## src/rtl/mem_bus_arbiter.sv

```systemverilog
// Shares one memory/IO bus between the fetch and load/store ports.
// Each access runs IDLE -> BUSY -> DONE; IO-window and timed-out accesses finish locally.
module mem_bus_arbiter #(
  parameter logic [31:0] IO_BASE      = 32'hFFFFFFF0,
  parameter int          TIMEOUT      = 16,
  parameter int          MAX_D_STREAK = 4
) (
  input  logic        clk,
  input  logic        rst,
  input  logic        i_req,
  input  logic [31:0] i_addr,
  output logic [31:0] i_rdata,
  output logic        i_done,
  input  logic        d_read,
  input  logic        d_write,
  input  logic [31:0] d_addr,
  input  logic [31:0] d_wdata,
  output logic [31:0] d_rdata,
  output logic        d_done,
  output logic        m_read,
  output logic        m_write,
  output logic [31:0] m_addr,
  output logic [31:0] m_wdata,
  input  logic [31:0] m_rdata,
  input  logic        m_ack,
  output logic        bus_err,
  output logic        stall
);

  localparam int TW = $clog2(TIMEOUT + 1);
  localparam int SW = $clog2(MAX_D_STREAK + 1);
  localparam logic [TW-1:0] T_LAST = TW'(TIMEOUT - 1);
  localparam logic [SW-1:0] S_MAX  = SW'(MAX_D_STREAK);

  typedef enum logic [1:0] {
    S_IDLE,
    S_BUSY,
    S_DONE
  } state_t;

  state_t        state_q, state_d;
  logic          m_read_q, m_read_d;
  logic          m_write_q, m_write_d;
  logic [31:0]   m_addr_q, m_addr_d;
  logic [31:0]   m_wdata_q, m_wdata_d;
  logic [31:0]   i_rdata_q, i_rdata_d;
  logic [31:0]   d_rdata_q, d_rdata_d;
  logic          i_done_q, i_done_d;
  logic          d_done_q, d_done_d;
  logic          bus_err_q, bus_err_d;
  logic          owner_q, owner_d;
  logic [SW-1:0] streak_q, streak_d;
  logic [TW-1:0] timer_q, timer_d;

  logic d_req;
  logic grant_d;
  logic io_hit;
  logic complete;

  assign d_req    = d_read | d_write;
  // IO registers answer combinationally, so the first BUSY cycle completes.
  assign io_hit   = owner_q & (m_addr_q >= IO_BASE);
  assign complete = m_ack | io_hit;

  always_comb begin
    state_d   = state_q;
    m_read_d  = m_read_q;
    m_write_d = m_write_q;
    m_addr_d  = m_addr_q;
    m_wdata_d = m_wdata_q;
    i_rdata_d = i_rdata_q;
    d_rdata_d = d_rdata_q;
    i_done_d  = 1'b0;
    d_done_d  = 1'b0;
    bus_err_d = 1'b0;
    owner_d   = owner_q;
    streak_d  = streak_q;
    timer_d   = timer_q;
    grant_d   = 1'b0;

    unique case (state_q)
      S_IDLE: begin
        if (i_req | d_req) begin
          // Fetch wins only once data has starved it MAX_D_STREAK times.
          grant_d = d_req & ~(i_req & (streak_q == S_MAX));
          owner_d = grant_d;
          timer_d = '0;
          state_d = S_BUSY;
          if (grant_d) begin
            m_addr_d  = d_addr;
            m_wdata_d = d_wdata;
            m_write_d = d_write;
            m_read_d  = ~d_write;
            if (!i_req)
              streak_d = '0;
            else if (streak_q != S_MAX)
              streak_d = streak_q + 1'b1;
          end else begin
            m_addr_d  = i_addr;
            m_write_d = 1'b0;
            m_read_d  = 1'b1;
            streak_d  = '0;
          end
        end
      end

      S_BUSY: begin
        timer_d = timer_q + 1'b1;
        if (complete) begin
          if (owner_q)
            d_rdata_d = m_write_q ? 32'h0 : m_rdata;
          else
            i_rdata_d = m_rdata;
          i_done_d  = ~owner_q;
          d_done_d  = owner_q;
          m_read_d  = 1'b0;
          m_write_d = 1'b0;
          state_d   = S_DONE;
        end else if (timer_q == T_LAST) begin
          if (owner_q)
            d_rdata_d = 32'h0;
          else
            i_rdata_d = 32'h0;
          i_done_d  = ~owner_q;
          d_done_d  = owner_q;
          bus_err_d = 1'b1;
          m_read_d  = 1'b0;
          m_write_d = 1'b0;
          state_d   = S_DONE;
        end
      end

      S_DONE: begin
        state_d = S_IDLE;
      end

      default: begin
        state_d   = S_IDLE;
        m_read_d  = 1'b0;
        m_write_d = 1'b0;
      end
    endcase
  end

  always_ff @(posedge clk) begin
    if (rst) begin
      state_q   <= S_IDLE;
      m_read_q  <= 1'b0;
      m_write_q <= 1'b0;
      m_addr_q  <= '0;
      m_wdata_q <= '0;
      i_rdata_q <= '0;
      d_rdata_q <= '0;
      i_done_q  <= 1'b0;
      d_done_q  <= 1'b0;
      bus_err_q <= 1'b0;
      owner_q   <= 1'b0;
      streak_q  <= '0;
      timer_q   <= '0;
    end else begin
      state_q   <= state_d;
      m_read_q  <= m_read_d;
      m_write_q <= m_write_d;
      m_addr_q  <= m_addr_d;
      m_wdata_q <= m_wdata_d;
      i_rdata_q <= i_rdata_d;
      d_rdata_q <= d_rdata_d;
      i_done_q  <= i_done_d;
      d_done_q  <= d_done_d;
      bus_err_q <= bus_err_d;
      owner_q   <= owner_d;
      streak_q  <= streak_d;
      timer_q   <= timer_d;
    end
  end

  assign m_read  = m_read_q;
  assign m_write = m_write_q;
  assign m_addr  = m_addr_q;
  assign m_wdata = m_wdata_q;
  assign i_rdata = i_rdata_q;
  assign d_rdata = d_rdata_q;
  assign i_done  = i_done_q;
  assign d_done  = d_done_q;
  assign bus_err = bus_err_q;
  assign stall   = (i_req & ~i_done_q) | (d_req & ~d_done_q);

endmodule

```

## config.mk

```make
export PLATFORM = sky130hd
export DESIGN_NAME = mem_bus_arbiter
export DESIGN_NICKNAME = d
export VERILOG_FILES = /design/src/rtl/mem_bus_arbiter.sv
export SDC_FILE = /design/constraint.sdc
export NUM_CORES = 1
export LEC_CHECK = 0
export CAP_MARGIN = 20
export CORE_UTILIZATION = 41
export CTS_BUF_LIST = sky130_fd_sc_hd__clkbuf_4
export DETAILED_ROUTE_END_ITERATION = 16
export PLACE_DENSITY = 0.82
export SLEW_MARGIN = 25
export SYNTH_ARGS = -nofsm -noshare
export SYNTH_HDL_FRONTEND = slang
export SYNTH_SLANG_ARGS = --single-unit
```

## constraint.sdc

```tcl
create_clock -name clk -period 2.4 [get_ports clk]
set_input_delay 0.6 -clock clk [delete_from_list [all_inputs] [get_ports clk]]
set_output_delay 0.6 -clock clk [all_outputs]
set_load 0.05 [all_outputs]
```

# [Yosys cells after proc, flatten, opt, wreduce, memory -nomap -nowiden]
# Index checks and enable logic that the tools add are counted.
[totals] in_bits=134 ramBits=0 ff_bits=144 elab_cells=89 n_memories=0 out_inout_bits=134 rom_bits=0 latchBits=0
[op_classes] magnitude_cmp=1 n_mul=0 shifts=0 n_addsub=2 reduce_logical=13 mux=32 div=0 bitwise=16 n_eq_ne=12
[ops] cell="32-bit two-way mux" count=10
[ops] cell="32-bit >= comparator, second input constant" count=1
[ops] cell="1-bit two-way mux" count=11
[ops] cell="2-bit inequality test, second input constant" count=5
[ops] cell="5-bit case mux with 2 select lines" count=1
[ops] cell="3-bit two-way mux" count=3
[ops] cell="3-bit AND reduction" count=3
[ops] cell="4-bit AND reduction" count=2
[ops] cell="1-bit inverter" count=7
[ops] cell="2-bit two-way mux" count=3
[ops] cell="3-bit inequality test, second input constant" count=2
[ops] cell="1-bit case mux with 3 select lines" count=2
[ops] cell="2-bit AND reduction" count=3
[ops] cell="5-bit by 1-bit adder with 5-bit output, second input constant" count=1
[ops] cell="1-bit bitwise AND" count=5
[ops] cell="5-bit by 4-bit equality test with 1-bit output, second input constant" count=1
[ops] cell="5-bit two-way mux" count=1
[ops] cell="1-bit bitwise OR" count=4
[ops] cell="2-bit case mux with 2 select lines" count=1
[ops] cell="2-bit nonzero test" count=2
[ops] cell="3-bit by 1-bit adder with 3-bit output, second input constant" count=1
[ops] cell="3-bit equality test, second input constant" count=1
[ops] cell="3-bit by 2-bit inequality test with 1-bit output, second input constant" count=1
[ops] cell="3-bit OR reduction" count=1
[ops] cell="other kinds (4)" count=4

# [Longest topological paths before layout]
[depth] depth_word=7 mapped_depth=9 depth_no_buf=8

# [Worst setup path before layout]
# Ideal clock, no wire load.
[synth_path] path_kind="reg-to-reg" start="reg m_addr_q[20] (netlist: m_addr[20])" end="reg d_rdata_q[10] (netlist: d_rdata[10])" path_buffers=1 path_slack_ns=0.282 setup_ns=0.117 t_required_ns=2.283 synth_period_minus_slack_ns=2.118 arrival_ns=2.001 path_stages_with_launch=7 path_cell_list="dfxtp_1 nand4_1 nor4_1 a21oi_1 o21ba_2 clkbuf_1 a22o_1"
[synth_via] elab_chain_len=5 elab_cells_between_ends=7 classes_between="order compare (1); eq/ne (1); mux (1); bitwise (2); reduce/logical (2)"
[synth_rtl] item="start: declaration" line="44" text="logic [31:0] m_addr_q, m_addr_d;"
[synth_rtl] item="start signal: assignment" line="164" text="m_addr_q <= m_addr_d;"
[synth_rtl] item="32-bit >= comparator *" line="62" text="assign io_hit = owner_q & (m_addr_q >= IO_BASE);"
[synth_rtl] item="1-bit bitwise AND *" line="62"
[synth_rtl] item="1-bit bitwise OR *" line="63" text="assign complete = m_ack | io_hit;"
[synth_rtl] item="2-bit inequality test (no line) or 2-bit nonzero test (tied branches)"
[synth_rtl] item="4-bit AND reduction (no line)"
[synth_rtl] item="end signal: assignment" line="167" text="d_rdata_q <= d_rdata_d;"
[synth_rtl] item="end: declaration" line="47" text="logic [31:0] d_rdata_q, d_rdata_d;"
# Mark *: on every way between the ends. The rest lies on a longest branch, timed or not.
# A chain may end at the register's enable or synchronous reset.

# [Worst setup path after layout]
[layout_path] start="in i_req" end="out stall"
[layout_via] elab_chain_len=2
[layout_rtl] item="start: declaration" line="10" text="input logic i_req,"
[layout_rtl] item="1-bit bitwise AND" line="186" text="assign stall = (i_req & ~i_done_q) | (d_req & ~d_done_q);"
[layout_rtl] item="1-bit bitwise OR" line="186"
[layout_rtl] item="end: declaration" line="27" text="output logic stall"
# Every way passes these cells.

==> qor.txt <==
outcome = finished clean
Clock Power Share = 31.7%
Area Overhead vs Synth = 65.8%
IR drop worst, VDD = 0.000363 V
wire per inst = 16.7 um
Resized Gates After CTS = 24
synthesis-stage register bit count = 144
final setup margin = 0.0704 ns
initial core utilization = 42.8%
final number of setup-violating endpoints = 0
clk sink count = 144
worst path arrival time = 1.73 ns
Detailed Route WL = 16200 um
clock-pin slew on the worst setup and hold paths = 0.13 ns
delay-heaviest family, CP = buffers and inverters
gp weighted congestion = 0.747
antenna cells = 0
fin crit share = 97.1%
vias in the first global route = 4858
crit start category = input port
Slowest-stage cell, CP = clkdlybuf4s50_1
Sw Pwr = 1.90 mW
Root Buffer = clkbuf_4
first-pass GRT wire length = 23800 um
final hold slack = 0.459 ns
switch share = 31.3%
vias after detailed routing = 5050
residual overflow from global routing = 0
Total GRT Usage = 23.5%
NumNets Final = 926
synth top area cells = dfxtp_1, a22o_1, mux2i_1
Worst path max stage delay = 0.58 ns
Post-synth top flop = dfxtp_1
vias per inst = 5.21
fin crit period = 2.33 ns
Ports = 268
synthesized net count = 667
CP bufs+invs = 3
Power Density = 700 nW/um^2
deepest clock path buffer count = 2
Max Clock Freq = 0.429 GHz
Worst EP required = 1.80 ns
Post-Syn Area = 5230 um^2
Worst-Margin Slew = 0.779 ns
Clock Skews = 0.0215 ns
Tot Pwr = 6.07 mW
Clk Latency, worst-skew pair = 0.55 ns
Pre-Repair DR Iteration Count = 4
Seq/Total Area, Yosys = 55.1%
Crit Path Category = input port to output port
initial antenna violation count = 0
Synth top area share = 55.1%
YS warnings = 0
final core area utilization = 71.1%
pin count of the biggest net entering global routing = 68
area of the die = 13200 um^2
Hold Violations, Final = 0
Slew Limit Fails = 0
hpwl dp = 11500 um
Finished Layout Cells = 969
commonest non-fill, non-tap cell in the layout = clkdlybuf4s50_1
pre-CTS setup slack = 0.0244 ns
max_slew headroom = 48.0%
internal power = 4.17 mW
setup bufs post-CTS = 0
core area = 12200 um^2
layout cell share with drive strength beyond 1 = 6.87%
Inst Count DP = 937
Die Y = 115 um
R2R setup slack = 0.19 ns
combinational group share of total power = 24.6%
Row Count = 40
CTS tree = built
DIE WIDTH = 115 um
Num CTS Buffers = 17
CP max FO = 6
Hold Crit Class = flip-flop to flip-flop
post-synth top area cell = dfxtp_1
worst path cell trace = clkdlybuf4s50_1 -> inv_1 -> o22ai_1 -> buf_12
H-Tree Depth = 4
crit end category = output port
Seq pwr share = 43.6%
number of distinct library cells after synthesis = 37
# Max-Cap Violations = 0
Leak = 4.96 nW
port bufs = 267
Post-CTS Hold Buffers = 0
DRT antenna net count = 0
DRC errors left = 0
number of synthesized flops with an enable pin = 0
drt first-iter violations = 413
fillers = 904
proportion of synthesized flip-flops having asynchronous set or reset = 0%
Post-Synthesis Cells = 529
most frequent cells in the layout = clkdlybuf4s50_1, dfxtp_1, dlymetal6s2s_1, nand2_1, a22o_1
syn_area_per_cell = 9.89 um^2
[worst reg2reg max path, stage by stage, from the launching register on]
cell and delay, ns:
dfxtp_1 0.35, ha_1 0.23, and3_1 0.19, ha_1 0.19, nor2_1 0.13, nor2b_1 0.06
a21oi_1 0.11, o21ba_2 0.65, a22o_1 0.28
[flip-flops by register name, summed over array words and instances, names as in the netlist]
| register | flops |
|---|---|
| m_addr | 32 |
| m_wdata | 32 |
| m_read | 1 |
| i_rdata | 32 |
| state_q | 2 |
| d_rdata | 32 |
| bus_err | 1 |
| streak_q | 3 |
| timer_q | 5 |
| d_done | 1 |
| i_done | 1 |
| m_write | 1 |
| owner_q | 1 |
[metal layers]
layer	wire, um	track usage (%)
met5	0	0
met2	8190	40.4
met3	1340	8.75
met4	417	11.1
met1	6200	25.6
[path summary, 6_finish.rpt]
path	depth (start not counted)	start	endpoint
setup reg to reg	8	timer_q[0]	d_rdata[14]
hold / removal	2	m_wdata[16]	m_wdata[16]
setup / recovery	4	i_req	stall
hold reg to reg	2	m_wdata[16]	m_wdata[16]
[final cells by class]
type	instances	area, um^2	share of cell area (%)
clock buffer	18	135	1.56
clock inverter	14	236	2.73
inverter	6	22.5	0.260
multi-input combinational	339	2150	24.8
sequential	144	2880	33.2
tap	168	210	2.42
timing repair buffer	280	3040	35.0
[through the flow]
stage | instance area [um^2] | TNS (ns)
floorplan | 5230 | 0
CTS | 8450 | 0
detailed placement | 8110 | 0
finish | 8680 | 0
global placement | 8110 | 0
global route | 8680 | -0.0406
[cell usage after synthesis (2+ instances only)]
cell type / instances
buf_1: 2
and3_1: 2
o21ai_0: 4
buf_6: 3
or3_1: 2
inv_1: 6
a22o_1: 64
a211oi_1: 32
mux2i_1: 32
nor3_1: 5
nand2_1: 69
ha_1: 4
a21oi_1: 41
and2_1: 4
nor2_1: 47
clkbuf_1: 27
buf_2: 8
nand3_1: 4
dfxtp_1: 144
a31oi_1: 7
nand4_1: 6
[power by group through the flow]
stage / sequential (mW) / clock [mW] / combinational (mW)
2_1_floorplan: 3.20 / 0 / 0.370
6_report: 2.65 / 1.93 / 1.50
5_1_grt: 2.67 / 2.07 / 1.57
3_5_place_dp: 2.70 / 0 / 1.53
4_1_cts: 2.65 / 1.96 / 1.51
3_3_place_gp: 2.70 / 0 / 1.50
[kinds of logic (layout without fill, tap and decap cells)]
logic type	after synthesis	count (layout)	synth area share, %
flops	144	144	55.1
simple gates	149	149	12.3
mux	32	32	6.12
buf+inv	46	318	3.92
compound gates	154	154	21.6
fa+ha+maj	4	4	0.957
No activity file was read; power rests on OpenSTA's default activity.
